[src/rtl/inc_rom_size_loader.sv]
// Copies a zero-latency boot ROM into SDRAM via the controller's host write port,
// one word per handshake, exporting the count of completed words.
module inc_rom_size_loader #(
    parameter int          ROM_WORDS = 2048,
    parameter logic [23:0] BASE_ADDR = 24'h000000
) (
    input  logic        clk,
    input  logic        rst,
    output logic [11:0] addrrom_size,
    output logic [23:0] addr,
    input  logic [15:0] dout,
    output logic [15:0] data,
    output logic        wr,
    input  logic        done,
    output logic [11:0] addrrom
);

    typedef enum logic [1:0] {
        S_LOAD   = 2'd0,
        S_WAIT   = 2'd1,
        S_FINISH = 2'd2
    } state_t;

    localparam logic [11:0] LAST_COUNT = 12'(ROM_WORDS);

    state_t      state_q, state_d;
    logic [11:0] idx_q, idx_d;
    logic [11:0] size_q, size_d;
    logic [23:0] addr_q, addr_d;
    logic [15:0] data_q, data_d;
    logic        wr_q, wr_d;

    always_ff @(posedge clk) begin
        if (rst) begin
            state_q <= S_LOAD;
            idx_q   <= 12'd0;
            size_q  <= 12'd0;
            addr_q  <= BASE_ADDR;
            data_q  <= 16'd0;
            wr_q    <= 1'b0;
        end else begin
            state_q <= state_d;
            idx_q   <= idx_d;
            size_q  <= size_d;
            addr_q  <= addr_d;
            data_q  <= data_d;
            wr_q    <= wr_d;
        end
    end

    always_comb begin
        state_d = state_q;
        idx_d   = idx_q;
        size_d  = size_q;
        addr_d  = addr_q;
        data_d  = data_q;
        wr_d    = wr_q;
        case (state_q)
            S_LOAD: begin
                // ROM is combinational on addrrom (== idx), so dout is valid now.
                data_d  = dout;
                addr_d  = BASE_ADDR + {12'd0, idx_q};
                wr_d    = 1'b1;
                state_d = S_WAIT;
            end
            S_WAIT: begin
                if (done) begin
                    wr_d   = 1'b0;
                    idx_d  = idx_q + 12'd1;
                    size_d = size_q + 12'd1;
                    if (size_q + 12'd1 == LAST_COUNT) begin
                        state_d = S_FINISH;
                    end else begin
                        state_d = S_LOAD;
                    end
                end
            end
            S_FINISH: begin
                wr_d = 1'b0;
            end
            default: begin
                state_d = S_LOAD;
                wr_d    = 1'b0;
            end
        endcase
    end

    assign addrrom      = idx_q;
    assign addrrom_size = size_q;
    assign addr         = addr_q;
    assign data         = data_q;
    assign wr           = wr_q;

endmodule

[config.mk]
export PLATFORM = sky130hd
export DESIGN_NAME = inc_rom_size_loader
export DESIGN_NICKNAME = d
export VERILOG_FILES = /design/src/rtl/inc_rom_size_loader.sv
export SDC_FILE = /design/constraint.sdc
export NUM_CORES = 1
export LEC_CHECK = 0
export CAP_MARGIN = 20
export CORE_MARGIN = 2
export CORE_UTILIZATION = 31
export DETAILED_ROUTE_END_ITERATION = 12
export HOLD_SLACK_MARGIN = 0.08
export PLACE_DENSITY = 0.58
export REMOVE_ABC_BUFFERS = 1
export SLEW_MARGIN = 20
export SYNTH_ARGS = -nofsm -noshare
export SYNTH_HDL_FRONTEND = slang
export SYNTH_SLANG_ARGS = --single-unit
[constraint.sdc]
create_clock -name clk -period 1.8 [get_ports clk]
set_clock_uncertainty 0.1 [all_clocks]
set_input_delay 0.18 -clock clk [delete_from_list [all_inputs] [get_ports clk]]
set_output_delay 0.18 -clock clk [all_outputs]
set_load 0.05 [all_outputs]
==> run_results.csv <==
group,metric,value,unit
outcome,status,"completed",
yosys,netlist_area,2308,um^2
setup_path,cp.arrival,1.46,ns
yosys,ys_top_cells_by_area,"dfxtp_1 48%, nand2_1 11%, a21oi_1 7.2%",
clock_tree,clk_path_buf_depth,2,
setup_path,critPathLaunchType,"flip-flop",
setup_path,crit_chain,"clkdlybuf4s50_1",
detailed_routing,postRouteAntennaNets,0,
cells_and_area,syn2layout_area_growth,39.02,%
detailed_routing,dr_wl_met2,2446,um
setup_path,path_class,"reg -> out",
yosys,synth_commonest_cells,"65 x nand2_1, 55 x dfxtp_1, 33 x a21oi_1, 19 x nor2_1, 14 x buf_4",
detailed_routing,dr_wl_met3,406,um
yosys,synth_seq_cells,55,
yosys,yosys.cell_count.top_type,"nand2_1",
grt,grt_util_all_layers,13.35,%
clock_tree,post_cts_buffers,0,
yosys,synth_top_family_by_area,"simple AND/OR/NAND/NOR gates",
min_path,hold_class,"in -> reg",
setup_path,crit_family,"buffers and inverters",
setup_path,cp_slowest_stage_delay,0.80,ns
setup_path,worstPathRequired,1.52,ns
sta,finalHoldViolations,0,
sta,slew_headroom,64.70,%
yosys,yosysTopAreaCell,"dfxtp_1",
die,row_count,31,
die,start_util,32.00,%
yosys,synth-edff-count,0,
sta,clock.fmax,574.5,MHz
clock_tree,ctsHoldBuffers,0,
yosys,yosys.area_share.adder,1.084,%
sta,worst_pin_slew,0.5287,ns
yosys,synth_ff_type,"dfxtp_1",
yosys,syn_avg_cell_area,8.582,um^2
clock_tree,clk_latency,0.31,ns
setup_path,cp_slowest_cell,"clkdlybuf4s50_1",
sta,setup_viol,0,
cells_and_area,diodes,0,
grt,grt_max_degree,30,
die,die_h,90.30,um
grt,grt.overflow.total,0,
yosys,synth_compound_area_share,9.268,%
yosys,seq_area_frac_synth,47.70,%
yosys,muxShareOfSynthArea,0.6504,%
power_and_ir_drop,p_total,2.500,mW
setup_path,critPathCaptureType,"output pin",
clock_tree,cts_sinks,55,
yosys,synthXorXnorAreaFrac,6.829,%
setup_path,crit_start,"data[12]",
clock_tree,root_buffer,"clkbuf_8",
detailed_routing,routed.top_layer,"met4",
cells_and_area,multi_input_area,1080,um^2
cells_and_area,seq_area,1101,um^2
setup_path,rr_startpoint,"addrrom[1]",
cells_and_area,drive_gt1_share,18.52,%
sta,finalCritPeriodShare,96.71,%
detailed_routing,routed_wl,5340,um
die,ios,84,
min_path,hold_path_startpoint,"rst",
yosys,postSynthCellCount,269,
clock_tree,clk_pin_slew,0.10,ns
sta,rsz0062_at_grt,"no",
clock_tree,cts_resized,0,
detailed_routing,wl_per_cell,11.87,um
die,coreArea,7214,um^2
setup_path,worstPathMaxFanout,2,
yosys,netlist.area_leader.share,47.70,%
power_and_ir_drop,cellPowerDensity,779.0,nW/um^2
cells_and_area,final_util,44.48,%
power_and_ir_drop,p_leak,1.288,nW
yosys,async_flop_share,0,%
detailed_routing,wl_met1,2428,um
cells_and_area,nNetsFinal,371,
grt,grt_pass1_vias,1824,
power_and_ir_drop,peakVddDrop,340.3,uV
job,cap_violations,0,
setup_path,crit_buf_inv,1,
yosys,ys_warn_count,0,
sta,min_period,1.741,ns
yosys,yosys.area_share.simple,26.88,%
place,dpl.hpwl,3688,um
clock_tree,cts_tree,"built",
place,gp_congestion,0.7780,
sta,slew_viol_final,0,
clock_tree,htreeDepth,2,
detailed_routing,drtIter0Drc,59,
cells_and_area,fillers,757,
place,io_buffer_count,71,
grt,antenna_found_initial,0,
die,fp.dieW,90.30,um
detailed_routing,vias,1975,
grt,grt_pass1_wl,8949,um
die,die_area,8153,um^2
yosys,synth_cell_type_count,39,
detailed_routing,viasPerCell,4.389,
clock_tree,cts-buffers-inserted,5,
detailed_routing,dr.pass1.iters,4,
detailed_routing,drc,0,
area by class of cell:
type / count / area share [%]
flip-flops and latches: 55 / 34.31
multi-input cells: 197 / 33.65
repair buffers: 90 / 24.41
well taps: 99 / 3.860
clock buffers: 6 / 2.573
clock inverters: 2 / 1.092
inverters: 1 / 0.1170
cell usage in the layout, fill, tap and decap left out, drive strengths merged, types with 2 or more instances in the layout:
cell type,netlist,layout
nor2,19,19
ha,2,2
conb,1,12
xor2,6,6
nor2b,2,2
nor3,5,5
a21oi,33,33
nand4,7,7
dfxtp,55,55
nor4,5,5
nand3,7,7
or3,3,3
clkbuf,7,6
or2,2,2
buf,20,47
nand2,65,65
clkdlybuf4s50,0,42
o21ai,3,3
xnor2,12,12
per-layer routing:
metal  track usage [%]  up-vias
met5                 0        -
met1             16.52      877
met2             22.43       62
met4             3.846        0
li1                  -     1030
met3             4.090        6
path summary, 6_finish.rpt:
kind,depth (start not counted),slack (ns),end
min reg2reg,2,0.36,data[10]
max reg2reg,5,0.19,addrrom[10]
min,2,0.16,addrrom_size[2]
max,1,0.06,data[12]
stage by stage:
step	TNS (ns)	worst slack, ns	cells	area, um^2	hold WS [ns]
2_1_floorplan	-0.3397	-0.1350	253	2182	0.1491
3_3_place_gp	-0.06172	-0.03702	442	3089	0.3408
3_5_place_dp	-0.1927	-0.05809	442	3089	0.3465
4_1_cts	0	0.04244	450	3207	0.1738
5_1_grt	0	0.005154	450	3209	0.2003
6_report	0	0.05921	450	3209	0.1619
where the power goes:
group	switching (mW)	internal (mW)	leakage, nW
Combinational	0.258	0.120	0.779
Sequential	0.0225	1.25	0.447
Clock	0.400	0.451	0.0612
Total	0.681	1.82	1.29
kinds of logic after synthesis:
kind of cell / after synthesis
simple gates: 124
flops: 55
compound gates: 40
buf+inv: 28
xor+xnor: 18
fa+ha+maj: 2
other cells: 1
mux: 1
sequential cells by signal (all words and copies together), names as in the netlist:
signal        count
state_q           2
addr             12
data             16
addrrom          12
addrrom_size     12
wr                1
No activity file was read; power rests on OpenSTA's default activity.
